===== config.mk =====
export PLATFORM = sky130hd
export DESIGN_NAME = mips_multicycle_ctrl
export DESIGN_NICKNAME = d
export VERILOG_FILES = /design/src/rtl/mips_multicycle_ctrl.sv
export SDC_FILE = /design/constraint.sdc
export NUM_CORES = 1
export LEC_CHECK = 0
export ABC_AREA = 1
export CAP_MARGIN = 20
export CORE_MARGIN = 2
export CORE_UTILIZATION = 40
export DETAILED_ROUTE_END_ITERATION = 8
export PLACE_DENSITY = 0.84
export SLEW_MARGIN = 25
export SYNTH_ARGS = -nofsm -noshare
export SYNTH_HDL_FRONTEND = slang
export SYNTH_SLANG_ARGS = --single-unit

===== constraint.sdc =====
create_clock -name clk -period 4.15 [get_ports clk]
set_clock_uncertainty 0.2 [all_clocks]
set_input_delay 1.245 -clock clk [delete_from_list [all_inputs] [get_ports clk]]
set_output_delay 1.245 -clock clk [all_outputs]
set_load 0.005 [all_outputs]

===== src/rtl/mips_multicycle_ctrl.sv =====
// Multi-cycle MIPS main control: Moore FSM driving the shared memory port, ALU, regfile and PC.
// Define CTRL_BNE_EN to decode opcode 000101 (bne) as a branch; otherwise it is illegal.
//
// state  | meaning
// RESET  | held in reset, all outputs low
// FETCH  | read instruction at PC, PC += 4 when memory completes
// DECODE | register read, branch target into ALUOut
// MEMADR | effective address for lw/sw
// MEMRD  | data read at ALUOut
// MEMWB  | MDR written to rt
// MEMWR  | data write at ALUOut
// EXEC   | R-type ALU operation
// ALUWB  | ALUOut written to rd
// BRANCH | compare A/B, conditional PC update
// ADDIEX | A + immediate
// ADDIWB | ALUOut written to rt
// JUMP   | PC <= jump target
module mips_multicycle_ctrl (
   input  logic       clk,
   input  logic       rst,
   input  logic [5:0] opcode,
   input  logic [5:0] funct,
   input  logic       mem_ready,
   output logic       pc_write,
   output logic       pc_write_cond,
   output logic       ir_write,
   output logic       reg_write,
   output logic       iord,
   output logic       mem_read,
   output logic       mem_write,
   output logic       mem_to_reg,
   output logic       reg_dst,
   output logic       alu_src_a,
   output logic [1:0] alu_src_b,
   output logic [2:0] alu_ctrl,
   output logic [1:0] pc_src,
   output logic       branch_ne,
   output logic       illegal,
   output logic [3:0] state
);

   typedef enum logic [3:0] {
      S_FETCH  = 4'd0,
      S_DECODE = 4'd1,
      S_MEMADR = 4'd2,
      S_MEMRD  = 4'd3,
      S_MEMWB  = 4'd4,
      S_MEMWR  = 4'd5,
      S_EXEC   = 4'd6,
      S_ALUWB  = 4'd7,
      S_BRANCH = 4'd8,
      S_ADDIEX = 4'd9,
      S_ADDIWB = 4'd10,
      S_JUMP   = 4'd11,
      S_RESET  = 4'd15
   } state_t;

   localparam logic [5:0] OP_RTYPE = 6'b000000;
   localparam logic [5:0] OP_J     = 6'b000010;
   localparam logic [5:0] OP_BEQ   = 6'b000100;
   localparam logic [5:0] OP_BNE   = 6'b000101;
   localparam logic [5:0] OP_ADDI  = 6'b001000;
   localparam logic [5:0] OP_LW    = 6'b100011;
   localparam logic [5:0] OP_SW    = 6'b101011;

   localparam logic [2:0] ALU_AND = 3'b000;
   localparam logic [2:0] ALU_OR  = 3'b001;
   localparam logic [2:0] ALU_ADD = 3'b010;
   localparam logic [2:0] ALU_SUB = 3'b110;
   localparam logic [2:0] ALU_SLT = 3'b111;

   state_t state_q, state_d;

   always_ff @(posedge clk or negedge rst) begin
      if (!rst) state_q <= S_RESET;
      else      state_q <= state_d;
   end

   assign state = state_q;

   always_comb begin
      state_d       = state_q;
      pc_write      = 1'b0;
      pc_write_cond = 1'b0;
      ir_write      = 1'b0;
      reg_write     = 1'b0;
      iord          = 1'b0;
      mem_read      = 1'b0;
      mem_write     = 1'b0;
      mem_to_reg    = 1'b0;
      reg_dst       = 1'b0;
      alu_src_a     = 1'b0;
      alu_src_b     = 2'b00;
      alu_ctrl      = ALU_ADD;
      pc_src        = 2'b00;
      branch_ne     = 1'b0;
      illegal       = 1'b0;

      unique case (state_q)
         S_RESET: begin
            alu_ctrl = 3'b000;
            state_d  = S_FETCH;
         end
         S_FETCH: begin
            mem_read  = 1'b1;
            alu_src_b = 2'b01;
            // IR and PC latch only on the cycle the read completes
            ir_write  = mem_ready;
            pc_write  = mem_ready;
            if (mem_ready) state_d = S_DECODE;
         end
         S_DECODE: begin
            alu_src_b = 2'b11;
            unique case (opcode)
               OP_LW, OP_SW: state_d = S_MEMADR;
               OP_RTYPE:     state_d = S_EXEC;
               OP_BEQ:       state_d = S_BRANCH;
`ifdef CTRL_BNE_EN
               OP_BNE:       state_d = S_BRANCH;
`endif
               OP_ADDI:      state_d = S_ADDIEX;
               OP_J:         state_d = S_JUMP;
               default: begin
                  illegal = 1'b1;
                  state_d = S_FETCH;
               end
            endcase
         end
         S_MEMADR: begin
            alu_src_a = 1'b1;
            alu_src_b = 2'b10;
            state_d   = (opcode == OP_LW) ? S_MEMRD : S_MEMWR;
         end
         S_MEMRD: begin
            iord     = 1'b1;
            mem_read = 1'b1;
            if (mem_ready) state_d = S_MEMWB;
         end
         S_MEMWB: begin
            reg_write  = 1'b1;
            mem_to_reg = 1'b1;
            state_d    = S_FETCH;
         end
         S_MEMWR: begin
            iord      = 1'b1;
            mem_write = 1'b1;
            if (mem_ready) state_d = S_FETCH;
         end
         S_EXEC: begin
            alu_src_a = 1'b1;
            state_d   = S_ALUWB;
            unique case (funct)
               6'b100000: alu_ctrl = ALU_ADD;
               6'b100010: alu_ctrl = ALU_SUB;
               6'b100100: alu_ctrl = ALU_AND;
               6'b100101: alu_ctrl = ALU_OR;
               6'b101010: alu_ctrl = ALU_SLT;
               default: begin
                  illegal = 1'b1;
                  state_d = S_FETCH;
               end
            endcase
         end
         S_ALUWB: begin
            reg_write = 1'b1;
            reg_dst   = 1'b1;
            state_d   = S_FETCH;
         end
         S_BRANCH: begin
            alu_src_a     = 1'b1;
            alu_ctrl      = ALU_SUB;
            pc_write_cond = 1'b1;
            pc_src        = 2'b01;
`ifdef CTRL_BNE_EN
            branch_ne     = (opcode == OP_BNE);
`endif
            state_d       = S_FETCH;
         end
         S_ADDIEX: begin
            alu_src_a = 1'b1;
            alu_src_b = 2'b10;
            state_d   = S_ADDIWB;
         end
         S_ADDIWB: begin
            reg_write = 1'b1;
            state_d   = S_FETCH;
         end
         S_JUMP: begin
            pc_write = 1'b1;
            pc_src   = 2'b10;
            state_d  = S_FETCH;
         end
         default: begin
            alu_ctrl = 3'b000;
            state_d  = S_RESET;
         end
      endcase
   end

endmodule


## After elaboration in Yosys (flattened, before gate mapping)

Index checks and enable logic that the tools add are counted.

| word-level totals | value |
|---|---|
| register bits | 4 |
| bits of input ports | 15 |
| output and inout bits | 23 |

| cells by class | value |
|---|---|
| equal/unequal tests | 25 |
| muxes and demuxes | 24 |
| reductions and logical operators | 13 |

Operators with widths:

| kind | count |
|---|---|
| $eq 6x6->1 const B | 7 |
| $pmux 4 s8 | 1 |
| $eq 4x4->1 const B | 5 |
| $pmux 4 s5 | 1 |
| $eq 4x3->1 const B | 4 |
| $mux 4 | 3 |
| $pmux 3 s4 | 1 |
| $reduce_or 6->1 | 2 |
| $mux 1 | 11 |
| $reduce_or 10->1 | 1 |
| $pmux 3 s3 | 1 |
| $eq 4x2->1 const B | 2 |
| $reduce_or 2->1 | 4 |
| $eq 6x2->1 const B | 1 |
| $eq 6x3->1 const B | 1 |
| $eq 6x4->1 const B | 1 |
| $logic_not 6->1 | 1 |
| $mux 3 | 2 |
| $ne 2x2->1 const B | 3 |
| $pmux 2 s3 | 1 |
| $reduce_or 5->1 | 1 |
| $eq 4x1->1 const B | 1 |
| $logic_not 4->1 | 1 |
| $pmux 1 s2 | 2 |
| 4 further kinds | 4 |

## Longest topological paths before layout

| depth | value |
|---|---|
| depth in word-level cells | 4 |
| depth in mapped cells | 9 |
| depth with buffers taken out | 9 |

## Worst setup path before layout

Ideal clock, no wire load.

| timing | value |
|---|---|
| path kind | in2out |
| start point | input port opcode[1] |
| end point | output port illegal |
| data arrival time | 1.856 ns |
| data required time | 2.705 ns |
| setup slack | 0.849 ns |
| stages on the path | 6 |
| cell sequence | nor2_1 nand2_1 o21ai_0 nor2_1 nand3b_1 nand2_1 |

| on the way | value |
|---|---|
| word-level cells in the longest chain between the ends | 4 |

RTL lines:

| element | line | source |
|---|---|---|
| start, declared | 21 | `input logic [5:0] opcode,` |
| $eq 6x6->1, or another cell as far along | 114 | `unique case (opcode)` |
| $reduce_or 6->1 (no source line) * | n/a |  |
| $mux 1 * | 114 |  |
| $pmux 1 s2 * | 99 | `unique case (state_q)` |
| end, declared | 38 | `output logic illegal,` |

Every way passes the cells marked *; elsewhere a longest branch is shown, timed or not.

## Worst setup path in the final report

| timing | value |
|---|---|
| start point | input port mem_ready |
| end point | output port pc_write |

| on the way | value |
|---|---|
| word-level cells in the longest chain between the ends | 1 |

RTL lines:

| element | line | source |
|---|---|---|
| start, declared | 23 | `input logic mem_ready,` |
| $pmux 1 s2 | 99 |  |
| end, declared | 24 | `output logic pc_write,` |

Every way passes these cells.

==> flow_metrics.env <==
export IMPL_status="complete, no violations"
export IMPL_power_density_nw_per_um2=423
export IMPL_seq_area_frac_synth_pct=16.0
export IMPL_wl_met1_um=801
export IMPL_timing_setup_tns_ns=0
export IMPL_largest_reg_flops=4
export IMPL_grt_start_max_net_pins=9
export IMPL_utilization_pct=74.2
export IMPL_num_vias=906
export IMPL_pin_count=38
export IMPL_initial_core_util_pct=43.2
export IMPL_cp_end_kind="output pin"
export IMPL_startpoint_type="input pin"
export IMPL_worst_path_max_delay_cell="clkdlybuf4s50_1"
export IMPL_cts_tree="built"
export IMPL_antennaDiodeCount=0
export IMPL_die_area_um2=1990
export IMPL_netlist_instances=121
export IMPL_area_delta_synth_final_pct=71.9
export IMPL_wl_met2_mm=1.07
export IMPL_slowest_delay_ns=0.52
export IMPL_crit_top_cell="clkdlybuf4s50_1"
export IMPL_wl_per_cell_um=10.7
export IMPL_ant_nets=0
export IMPL_cts_buffers=3
export IMPL_slew_viol_final=0
export IMPL_hpwl_mm=1.62
export IMPL_dp_cells=175
export IMPL_cts_hold_buf=0
export IMPL_drc=0
export IMPL_die_w_um=44.6
export IMPL_place_gp_congestion=0.890
export IMPL_hold_ws_ns=0.359
export IMPL_final_cell_mix="clkdlybuf4s50_1 (28), nand2_1 (25), nor2_1 (22)"
export IMPL_drive_gt1_share_pct=21.8
export IMPL_dr_pass1_iters=4
export IMPL_syn_area_per_cell_um2=5.44
export IMPL_ctsRootBufferMaster="clkbuf_4"
export IMPL_fmax_mhz=256
export IMPL_synth_seq_cells=4
export IMPL_clk_pin_slew_worst_paths_ns=0.04
export IMPL_core_area_um2=1520
export IMPL_highest_signal_layer="met3"
export IMPL_fin_crit_sh_pct=94.2
export IMPL_crit_chain="clkdlybuf4s50_1 > inv_1 > o22ai_1 > clkdlybuf4s50_1"
export IMPL_grt_first_pass_wirelength_mm=3.12
export IMPL_placed_area_um2=1050
export IMPL_min_path_type="flip-flop to flip-flop"
export IMPL_synth_area_top_cells="dfstp_2 (16%), nand2_1 (15%), nor2_1 (14%), inv_1 (11%), nand3_1 (8.4%)"
export IMPL_fin_nets=182
export IMPL_finalHoldViolCount=0
export IMPL_netlist_area_um2=658
export IMPL_yosysUniqueCellTypes=21
export IMPL_cp_required_ns=2.70
export IMPL_path_class="input pin to output pin"
export IMPL_yosysTopAreaCellShare_pct=16.0
export IMPL_setup_viol=0
export IMPL_overflow=0
export IMPL_cp_max_fo=4
export IMPL_row_count=14
export IMPL_track_usage_pct=20.5
export IMPL_dr_wl_met3_um=61
export IMPL_synth_fp_nets=136
export IMPL_grt_pass1_vias=802
export IMPL_clock_latency_ns=0.24
export IMPL_clock_path_buffers=2
export IMPL_die_h_um=44.6
export IMPL_antenna_found_initial=0
export IMPL_final_cells=181
export IMPL_synth_largest_area_cell="dfstp_2"
export IMPL_viasPerCell=5.01
export IMPL_layout_commonest_cell="clkdlybuf4s50_1"
export IMPL_drt_iter0_drc=24
export IMPL_cap_violations=0
export IMPL_routed_wl_mm=1.93
export IMPL_p_leak_nw=0.667
export IMPL_clock_sinks=4
export IMPL_final_area_um2=1130
export IMPL_portBuffers=36
export IMPL_period_minus_slack_ns=3.91
export IMPL_critPathArrivalTime_ns=2.46
export IMPL_yosys_warnings=0
export IMPL_rsz0062_at_grt="no"
export IMPL_cts_max_level=1
export IMPL_vdd_drop_max_uv=338
==> report_power, final <==
group	internal (mW)	switching, mW
clock	0.0323	0.0155
sequential	0.0618	0.0230
combinational	0.177	0.170
==> routing by layer <==
metal / track usage [%] / vias up
met2: 39.4 / 22
met5: 0 / -
met3: 2.45 / 0
met1: 23.3 / 419
met4: 5.45 / 0
li1: - / 465
==> Yosys cell counts <==
library cell / instances
nand3_1: 11
buf_4: 2
nand2_4: 1
nor2_1: 24
nand2_1: 26
nand3_2: 1
nor3_1: 1
nand3b_1: 2
o21ai_0: 6
nor2_2: 4
nor2_8: 1
a21oi_1: 4
inv_1: 19
nor2_4: 1
conb_1: 1
inv_2: 3
nand2_2: 6
o22ai_1: 1
dfstp_2: 4
nand4_1: 2
o21ai_1: 1
==> through the flow <==
stage / worst slack [ns] / total power, mW
2_1_floorplan: 0.849 / 0.261
3_3_place_gp: -0.0310 / 0.429
3_5_place_dp: -0.0686 / 0.434
4_1_cts: -0.0178 / 0.485
5_1_grt: 0.143 / 0.521
6_report: 0.241 / 0.479
==> worst paths after layout <==
check | startpoint | endpoint | slack (ns) | depth (start not counted)
hold / removal | state[2] | state[2] | 0.36 | 2
setup / recovery | mem_ready | pc_write | 0.24 | 4
setup reg to reg | state[2] | state[0] | 2.61 | 8
hold reg to reg | state[2] | state[2] | 0.36 | 2
max in group asynchronous | rst | state[1] | 2.50 | 1
min in group asynchronous | rst | state[3] | 1.22 | 1
==> layout make-up <==
type                       count  area [um^2]
timing repair buffer          43          429
clock buffer                   3         22.5
tap                           16         20.0
multi-input combinational     93          472
inverter                      22         82.6
fill                         121          393
sequential                     4          105
==> logic make-up (layout without fill, tap and decap cells) <==
group / count (synthesis) / in the layout / synth area share (%)
AO/OA/AOI/OAI: 12 / 12 / 9.32
flip-flops: 4 / 4 / 16.0
AND/OR/NAND/NOR: 80 / 80 / 59.3
buffers and inverters: 24 / 68 / 14.8
other: 1 / 1 / 0.570
==> timing repair <==
action | 4_1_cts | 5_1_grt
cloned | 0 | 0
endpoints found under the setup margin | 2 | 4
pin swaps | 2 | 5
resized for setup | 4 | 10
setup buffers | 1 | 2
==> critical path: cells and delay by family <==
kind | cells | cell delay (ns)
AOI/OAI and AO/OA | 1 | 0.14
buffers and inverters | 3 | 1.08
(Power assumes the default switching activity.)
